[src/rtl/store_commit_queue_pkg.sv]
// Shared types and helpers for the store commit queue and its ring buffers.
package store_commit_queue_pkg;

    localparam int unsigned PLEN = 56;
    localparam int unsigned XLEN = 64;
    localparam int unsigned BE_W = XLEN / 8;

    typedef struct packed {
        logic [PLEN-1:0] paddr;
        logic [XLEN-1:0] data;
        logic [BE_W-1:0] be;
        logic [1:0]      data_size;
        logic            valid;
    } store_entry_t;

    // Loads and stores may alias when they touch the same 8-byte word in the page.
    function automatic logic offset_match(input logic [PLEN-1:0] paddr,
                                          input logic [11:0]     page_offset);
        return paddr[11:3] == page_offset[11:3];
    endfunction

endpackage

[src/rtl/store_queue_ring.sv]
// Power-of-two circular FIFO with clear; exposes its storage for associative compares.
module store_queue_ring #(
    parameter int unsigned DEPTH   = 4,
    parameter type         entry_t = logic,
    localparam int unsigned PTR_W  = $clog2(DEPTH),
    localparam int unsigned CNT_W  = PTR_W + 1
) (
    input  logic             clk_i,
    input  logic             rst_ni,
    input  logic             push_i,
    input  entry_t           push_data_i,
    input  logic             pop_i,
    input  logic             clear_i,
    output logic [CNT_W-1:0] count_o,
    output entry_t           head_o,
    output entry_t           entries_o [DEPTH],
    output logic [DEPTH-1:0] valid_o
);

    logic [PTR_W-1:0] rd_ptr_q, wr_ptr_q;
    logic [CNT_W-1:0] count_q;
    logic [DEPTH-1:0] valid_q;
    entry_t           mem_q [DEPTH];

    // NOTE: sequential state uses non-blocking assignments so every register
    // samples pre-edge values regardless of statement order.
    always_ff @(posedge clk_i) begin
        if (!rst_ni) begin
            rd_ptr_q <= '0;
            wr_ptr_q <= '0;
            count_q  <= '0;
            valid_q  <= '0;
        end else if (clear_i) begin
            rd_ptr_q <= wr_ptr_q;
            count_q  <= '0;
            valid_q  <= '0;
        end else begin
            // Pop before push so a full-queue push+pop leaves the slot valid.
            if (pop_i) begin
                valid_q[rd_ptr_q] <= 1'b0;
                rd_ptr_q          <= rd_ptr_q + PTR_W'(1);
            end
            if (push_i) begin
                valid_q[wr_ptr_q] <= 1'b1;
                wr_ptr_q          <= wr_ptr_q + PTR_W'(1);
            end
            case ({push_i, pop_i})
                2'b10:   count_q <= count_q + CNT_W'(1);
                2'b01:   count_q <= count_q - CNT_W'(1);
                default: count_q <= count_q;
            endcase
        end
    end

    // NOTE: the payload array has no reset; valid_q alone decides whether a slot
    // means anything, which keeps the storage a plain RAM-style array.
    always_ff @(posedge clk_i) begin
        if (push_i) begin
            mem_q[wr_ptr_q] <= push_data_i;
        end
    end

    assign count_o   = count_q;
    assign head_o    = mem_q[rd_ptr_q];
    assign entries_o = mem_q;
    assign valid_o   = valid_q;

endmodule

[src/rtl/store_commit_queue.sv]
// Speculative and commit store queues feeding the D$ write port, plus load hazard check.
module store_commit_queue
    import store_commit_queue_pkg::*;
#(
    parameter int unsigned DEPTH_SPEC   = 4,
    parameter int unsigned DEPTH_COMMIT = 8
) (
    input  logic            clk_i,
    input  logic            rst_ni,
    input  logic            flush_i,
    input  logic            valid_i,
    input  logic            valid_without_flush_i,
    output logic            ready_o,
    input  logic [PLEN-1:0] paddr_i,
    input  logic [XLEN-1:0] data_i,
    input  logic [BE_W-1:0] be_i,
    input  logic [1:0]      data_size_i,
    input  logic            commit_i,
    output logic            commit_ready_o,
    input  logic [11:0]     page_offset_i,
    output logic            page_offset_matches_o,
    output logic            no_st_pending_o,
    output logic            store_buffer_empty_o,
    output logic            data_req_o,
    input  logic            data_gnt_i,
    output logic [PLEN-1:0] data_paddr_o,
    output logic [XLEN-1:0] data_wdata_o,
    output logic [BE_W-1:0] data_be_o,
    output logic [1:0]      data_size_o
);

    localparam int unsigned SPEC_CNT_W   = $clog2(DEPTH_SPEC) + 1;
    localparam int unsigned COMMIT_CNT_W = $clog2(DEPTH_COMMIT) + 1;
    localparam logic [SPEC_CNT_W-1:0]   SPEC_READY_LIM = SPEC_CNT_W'(DEPTH_SPEC - 1);
    localparam logic [COMMIT_CNT_W-1:0] COMMIT_FULL    = COMMIT_CNT_W'(DEPTH_COMMIT);

    store_entry_t              push_entry, spec_head, commit_head;
    store_entry_t              spec_entries   [DEPTH_SPEC];
    store_entry_t              commit_entries [DEPTH_COMMIT];
    logic [DEPTH_SPEC-1:0]     spec_valid;
    logic [DEPTH_COMMIT-1:0]   commit_valid;
    logic [SPEC_CNT_W-1:0]     spec_count;
    logic [COMMIT_CNT_W-1:0]   commit_count;
    logic                      spec_push, drain_pop;
    logic                      unused_head_valid;

    assign push_entry = '{paddr: paddr_i, data: data_i, be: be_i,
                          data_size: data_size_i, valid: 1'b1};
    assign spec_push  = valid_i && !flush_i;
    assign drain_pop  = data_gnt_i && data_req_o;

    // A commit coinciding with a flush still pops the head into the commit ring,
    // because the commit ring samples spec_head before the clear takes effect.
    store_queue_ring #(.DEPTH(DEPTH_SPEC), .entry_t(store_entry_t)) i_spec_ring (
        .clk_i       (clk_i),
        .rst_ni      (rst_ni),
        .push_i      (spec_push),
        .push_data_i (push_entry),
        .pop_i       (commit_i),
        .clear_i     (flush_i),
        .count_o     (spec_count),
        .head_o      (spec_head),
        .entries_o   (spec_entries),
        .valid_o     (spec_valid)
    );

    store_queue_ring #(.DEPTH(DEPTH_COMMIT), .entry_t(store_entry_t)) i_commit_ring (
        .clk_i       (clk_i),
        .rst_ni      (rst_ni),
        .push_i      (commit_i),
        .push_data_i (spec_head),
        .pop_i       (drain_pop),
        .clear_i     (1'b0),
        .count_o     (commit_count),
        .head_o      (commit_head),
        .entries_o   (commit_entries),
        .valid_o     (commit_valid)
    );

    // One spare slot covers the push already in flight when ready drops.
    assign ready_o              = spec_count < SPEC_READY_LIM;
    assign commit_ready_o       = commit_count < COMMIT_FULL;
    assign data_req_o           = commit_count != '0;
    assign store_buffer_empty_o = commit_count == '0;
    assign no_st_pending_o      = (spec_count == '0) && (commit_count == '0);

    assign data_paddr_o      = commit_head.paddr;
    assign data_wdata_o      = commit_head.data;
    assign data_be_o         = commit_head.be;
    assign data_size_o       = commit_head.data_size;
    assign unused_head_valid = commit_head.valid;

    // NOTE: the output gets its default before the loops, so no path leaves it
    // unassigned and no latch is inferred.
    always_comb begin
        page_offset_matches_o = valid_without_flush_i && offset_match(paddr_i, page_offset_i);
        for (int i = 0; i < int'(DEPTH_SPEC); i++) begin
            if (spec_valid[i] && offset_match(spec_entries[i].paddr, page_offset_i)) begin
                page_offset_matches_o = 1'b1;
            end
        end
        for (int i = 0; i < int'(DEPTH_COMMIT); i++) begin
            if (commit_valid[i] && offset_match(commit_entries[i].paddr, page_offset_i)) begin
                page_offset_matches_o = 1'b1;
            end
        end
    end

    a_commit_legal: assert property (@(posedge clk_i) disable iff (!rst_ni)
        commit_i |-> (spec_count != '0) && commit_ready_o);

endmodule

[config.mk]
export PLATFORM = sky130hd
export DESIGN_NAME = store_commit_queue
export DESIGN_NICKNAME = d
export VERILOG_FILES = /design/src/rtl/store_commit_queue_pkg.sv /design/src/rtl/store_queue_ring.sv /design/src/rtl/store_commit_queue.sv
export SDC_FILE = /design/constraint.sdc
export NUM_CORES = 2
export LEC_CHECK = 0
export CAP_MARGIN = 20
export CORE_ASPECT_RATIO = 1.5
export CORE_MARGIN = 2
export CORE_UTILIZATION = 67
export CTS_BUF_LIST = sky130_fd_sc_hd__clkbuf_8
export DETAILED_ROUTE_END_ITERATION = 12
export PLACE_DENSITY = 0.87
export RECOVER_POWER = 25
export SYNTH_ARGS = -nofsm -noshare
export SYNTH_HDL_FRONTEND = slang
export SYNTH_SLANG_ARGS = --single-unit
[constraint.sdc]
create_clock -name clk_i -period 27.1 [get_ports clk_i]
set_input_delay 8.13 -clock clk_i [delete_from_list [all_inputs] [get_ports clk_i]]
set_output_delay 8.13 -clock clk_i [all_outputs]
set_load 0.03 [all_outputs]
* Word-level counts from Yosys, hierarchy flattened
Cells that the tools add are included.
** Operators by class
- Mux-type cells :: 43
- Add/sub/neg operators :: 8
- Bitwise gates (word level) :: 12
- Reduce and logical (&&, ||, !) cells :: 31
- Equality and inequality tests :: 17
- Order comparisons :: 16
** Operators with widths (count)
- $bwmux 1048 :: 1
- $mux 131 :: 6
- $bwmux 524 :: 1
- $bmux 131 s3 :: 1
- $demux 131 s3 :: 1
- $bmux 131 s2 :: 1
- $demux 131 s2 :: 1
- $eq 9x9->1 :: 13
- $mux 8 :: 3
- $logic_and 1x1->1 :: 22
- $mux 1 :: 16
- $mux 4 :: 4
- $add 3x1->3 const B :: 3
- $and 8x8->8 :: 1
- $ge 4x4->1 const B :: 2
- $lt 3x4->1 const B :: 2
- $not 3->4 :: 2
- $not 8->8 :: 1
- $or 8x8->8 :: 1
- $pmux 4 s2 :: 1
- $demux 1 s3 :: 2
- $ge 3x1->1 const B :: 2
- $ge 3x3->1 const B :: 2
- $lt 2x3->1 const B :: 2
- other kinds (26) :: 36
** Word-level totals
- Register bits :: 1601
- Logic and storage cells :: 195

* Depth between registers and ports, before layout
- Depth after elaboration :: 14
- Gate-level depth with buffers :: 10

* Modules after synthesis
A second synthesis with hierarchy kept.
** Second synthesis, totals
- Cell total of the unflattened synthesis :: 2564
- Area total of the unflattened synthesis :: 61753.0 sq um
** By module, submodules not included
- store_queue_ring (i_commit_ring) :: sequential area each 31830.5 sq um, area each 40734.1 sq um, cells each 1626, instances 1
- store_queue_ring (i_spec_ring) :: sequential area each 15955.3 sq um, area each 19473.7 sq um, cells each 750, instances 1
- store_commit_queue :: sequential area each 0.0 sq um, area each 1545.2 sq um, cells each 188, instances 1

* Worst setup path after synthesis
OpenSTA, ideal clock, no wires.
- Kind :: input to register
- Start point :: input port commit_i
- End point :: register i_commit_ring.valid_q[0], in the netlist i_commit_ring.valid_o[0]
- Library setup time :: 0.099 ns
- Path slack :: 9.261 ns
- Stages on the path :: 3
- Data arrival time :: 17.740 ns
- Path buffers :: 0
- Cell sequence :: nand2b_1 > nor3_1 > o21a_1
** On the way
- Cells in the longest elaborated chain, start to end :: 1
** Ends and longest elaborated chain
- start, declared :: line store_commit_queue.sv:18 : input logic commit_i,
- $mux 8 :: line store_queue_ring.sv:43 : if (push_i) begin
- end signal, assigned :: line store_queue_ring.sv:36 : valid_q <= '0;
- end signal, assigned by index :: line store_queue_ring.sv:40 : valid_q[rd_ptr_q] <= 1'b0;
- end signal, assigned by index :: line store_queue_ring.sv:44 : valid_q[wr_ptr_q] <= 1'b1;
- end, declared :: line store_queue_ring.sv:22 : logic [DEPTH-1:0] valid_q;
Every way passes these cells.
A chain may end at the register's enable or synchronous reset.

* Worst setup path after layout
- Start point :: input port page_offset_i[4]
- End point :: output port page_offset_matches_o
** On the way
- Cells in the longest elaborated chain, start to end :: 14
- Elaborated cells on any way between the ends :: 38
- Those cells by class :: 13 x eq/ne; 12 x mux; 13 x reduce/logical
** Ends and longest elaborated chain
- start, declared :: line store_commit_queue.sv:20 : input logic [11:0] page_offset_i,
- $eq 9x9->1 :: line store_commit_queue_pkg.sv:19 : return paddr[11:3] == page_offset[11:3];
- $logic_and 1x1->1, on equally long branches :: line store_commit_queue.sv:96, store_commit_queue.sv:98
- $mux 1 (4 in a row) :: line store_commit_queue.sv:98 : if (spec_valid[i] && offset_match(spec_entries[i].paddr, page_offset_i)) begin
- $mux 1 (7 in a row) :: line store_commit_queue.sv:103 : if (commit_valid[i] && offset_match(commit_entries[i].paddr, page_offset_i)) begin
- $mux 1 (*) :: line store_commit_queue.sv:103
- end, declared :: line store_commit_queue.sv:21 : output logic page_offset_matches_o,
Mark *: on every way between the ends. The rest lies on a longest branch, timed or not.

==> reports/qor.txt <==
Slew headroom: -524%
CTS clk-pin slew, worst paths: 70 ps
Critical-path top delay cell: clkdlybuf4s50_1
Die Span Y: 372 um
Type of destination of the critical path: primary output
Final setup fails: 0
Outcome: finished, violations left
Worst Path Max Fanout: 13
Final Cycle Share: 70.9%
Reg-to-Reg Start: i_spec_ring.rd_ptr_q[0]
First-pass GRT wire length: 191,000 um
Hold/Removal Path Class: flop to flop
Syn Area/Cell: 23.9 um^2
Detailed Route WL: 130,000 um
TritonCTS clock tree: done
Worst-Margin Slew: 9360 ps
Antenna violations before repair: 21
Synthesized flop and latch total: 1,589
CP max stage delay: 1030 ps
Clock share of power: 30.4%
Switching power total: 1.42 mW
Final Hold Violating Endpoints: 0
Die area: 0.0930 mm^2
Dpl hpwl: 72,500 um
Drt drc: 0
Final nets: 3,107
Routability cong.: 0.853
Cell-internal power: 4.10 mW
Cells after DPL: 3,895
Vias in the first global route: 30.1k
Total Neg Setup Slack: 0 ps
Syn nets: 2,699
# Post-CTS Setup Buffers: 0
Critical path type: input pin to primary output
Synth Instances: 2,534
Fill cells: 4,369
Vias/cell: 6.51
Logic pwr share: 18.1%
Seq pwr share: 51.5%
Final hold slack: 537 ps
Worst path bufs/invs: 2
Lkg Pwr: 21.5 nW
TritonRoute pass-1 iters: 7
DR WL/cell: 30.3 um
Switching portion of total power: 25.7%
Grt total ovfl: 0
Sequential area share after synthesis: 78.2%
Min setup slack post-route: 7890 ps
Final instance area: 0.0687 mm^2
Synthesis-to-finish area growth: 13.3%
Num Clock Sinks: 1,589
Die X: 250 um
Pre-CTS WS: 7940 ps
Final Instance Count excl. Fillers: 4,299
Multi-input gate area: 0.0125 mm^2
Final slew viol count: 137
DRC marker count from the first detailed-route iteration: 2,392
WP depth: 7
Crit. Startpoint: page_offset_i[4]
Vias: 28.0k
CORE AREA: 0.0900 mm^2
H-tree levels: 4
Tot Pwr: 5.52 mW
Post_cts resized: 0
Peak supply drop: 0.0618 mV
Largest net degree at the start of global routing: 181
Failing checks: max-capacitance violations, max-slew violations
CP delay by family, top: buffers and inverters
IO Count: 285
Share of layout cells above drive strength 1: 27.3%
Max Fclk: 52.1 MHz
Yosys warns: 0
Antenna-violating nets left: 0
CTS Buffer Depth: 3
Count of unique library cells instantiated by Yosys: 37
Final worst clock skew: 34.4 ps
CP Data Required Time: 18,970 ps
GRT Total Usage: 28.6%
CP Cell Sequence: clkdlybuf4s50_1 -> xor2_1 -> nor4_1 -> nand4_1 -> nand4_1 -> or3_1 -> clkdlybuf4s50_1
Post-place instance area: 0.0647 mm^2
Port Buffer Count: 281
Max_cap viols: 2
Starting density of the core: 67.4%
Worst Path Arrival: 11,080 ps
Unrepaired setup endpoints after global routing: false
Setup crit end: page_offset_matches_o
Clk_lat worst skew: 910 ps
Num rows: 135
PD cells: 80.4 mW/mm^2
Cts hold-fix bufs: 0
Core Util, Final: 76.3%
R2R Setup Slk: 16,450 ps
R2R cell count: 2
R2R Path End: i_commit_ring.entries_o[706]
Nature of the critical path startpoint: input pin
Clk root buf: clkbuf_8
Post-route minimum period: 19,210 ps
Netlist Area Pre-Place: 0.0606 mm^2
CTS Buf Count: 209
Reg area: 0.0474 mm^2
## power by group through the flow
| stage | clock network (mW) | logic (mW) | registers (mW) |
|---|---|---|---|
| 6_report | 1.68 | 1.00 | 2.85 |
| 5_1_grt | 1.80 | 1.05 | 2.85 |
| 4_1_cts | 1.71 | 1.01 | 2.85 |
| 3_5_place_dp | 0 | 1.00 | 2.90 |
| 3_3_place_gp | 0 | 0.971 | 2.89 |
| 2_1_floorplan | 0 | 0.715 | 2.87 |
## layout make-up
type | instances | share of cell area [%]
Sequential cell | 1589 | 69.0
Multi-Input combinational cell | 804 | 18.2
Timing Repair Buffer | 324 | 4.70
Clock buffer | 222 | 4.45
Tap cell | 1164 | 2.12
Clock inverter | 169 | 1.37
Inverter | 14 | 0.0765
Antenna cell | 13 | 0.0473
## synthesized netlist by cell type
library cell / count / share of area (%)
edfxtp_1: 1560 / 77
mux4_2: 390 / 14
mux2_2: 130 / 2.4
xor2_1: 108 / 1.6
clkbuf_1: 46 / 0.28
buf_2: 42 / 0.35
dfxtp_1: 29 / 0.96
nor4_1: 27 / 0.28
buf_6: 21 / 0.39
xnor2_1: 19 / 0.27
ha_1: 14 / 0.29
inv_1: 14 / 0.087
nand4_1: 14 / 0.14
nor2_1: 14 / 0.087
o21a_1: 14 / 0.17
and2_1: 13 / 0.13
nand2_1: 12 / 0.074
buf_4: 10 / 0.12
a21oi_1: 9 / 0.074
buf_1: 8 / 0.050
nand2b_1: 7 / 0.072
o21ai_0: 6 / 0.050
nor2b_1: 4 / 0.041
mux2i_1: 3 / 0.050
or3_1: 3 / 0.031
fa_1: 2 / 0.066
nand2_4: 2 / 0.037
nand3_1: 2 / 0.017
nor3_1: 2 / 0.017
o31a_1: 2 / 0.029
a21boi_0: 1 / 0.012
a21boi_1: 1 / 0.012
a21o_1: 1 / 0.012
and2_4: 1 / 0.014
and4_1: 1 / 0.014
nand2b_4: 1 / 0.023
or4_4: 1 / 0.019
## cells in the final DEF (no fill, tap or decap), types with 9 or more instances in the layout
cell type / instances
a21oi_1: 9
and2_1: 9
buf_4: 36
clkbuf_8: 222
clkdlybuf4s50_1: 281
clkinv_1: 50
clkinv_2: 31
dfxtp_1: 25
diode_2: 13
edfxtp_1: 1560
ha_1: 14
inv_1: 85
mux2_2: 130
mux4_2: 390
nand2_1: 12
nand4_1: 14
nor4_1: 27
o21a_1: 14
xnor2_1: 19
xor2_1: 108
## logic make-up after synthesis
group,after synthesis,share of synthesized area (%)
AND/OR/NAND/NOR,104,1.00
AO/OA/AOI/OAI,34,0.363
flip-flops,1589,78.2
buffers and inverters,141,1.28
multiplexers,523,16.9
adder cells (fa/ha/maj),16,0.355
XOR/XNOR,127,1.83
## flip-flops by register name, summed over array words and instances (netlist names)
register / flops
i_spec_ring.rd_ptr_q: 2
i_commit_ring.wr_ptr_q: 3
i_commit_ring.valid_o: 8
i_commit_ring.rd_ptr_q: 3
i_spec_ring.count_o: 3
i_spec_ring.entries_o: 520
i_spec_ring.valid_o: 4
i_commit_ring.count_o: 4
i_commit_ring.entries_o: 1040
i_spec_ring.wr_ptr_q: 2
## worst register-to-register path, cell delays in order (launching register included)
cell,delay [ps]
dfxtp_1,2140
clkbuf_1,6650
mux4_2,1650
## routing by layer
metal	global-route usage, %	wire length [um]
met4	11.1	4300
met1	35.5	46100
met2	50.1	69400
met3	6.05	10200
met5	0	140
## worst min path at each step
stage	from	endpoint	slack [ps]	cells after the start
floorplan	i_spec_ring.valid_o[0]	i_spec_ring.valid_o[0]	460	2
global placement	i_spec_ring.count_o[2]	i_spec_ring.count_o[2]	480	2
detailed placement	i_commit_ring.count_o[3]	i_commit_ring.count_o[3]	520	2
CTS	i_commit_ring.count_o[3]	i_commit_ring.count_o[3]	530	2
global route	i_spec_ring.count_o[2]	i_spec_ring.count_o[2]	560	2
finish	i_spec_ring.count_o[2]	i_spec_ring.count_o[2]	540	2
Power figures use the tool's default switching activity.
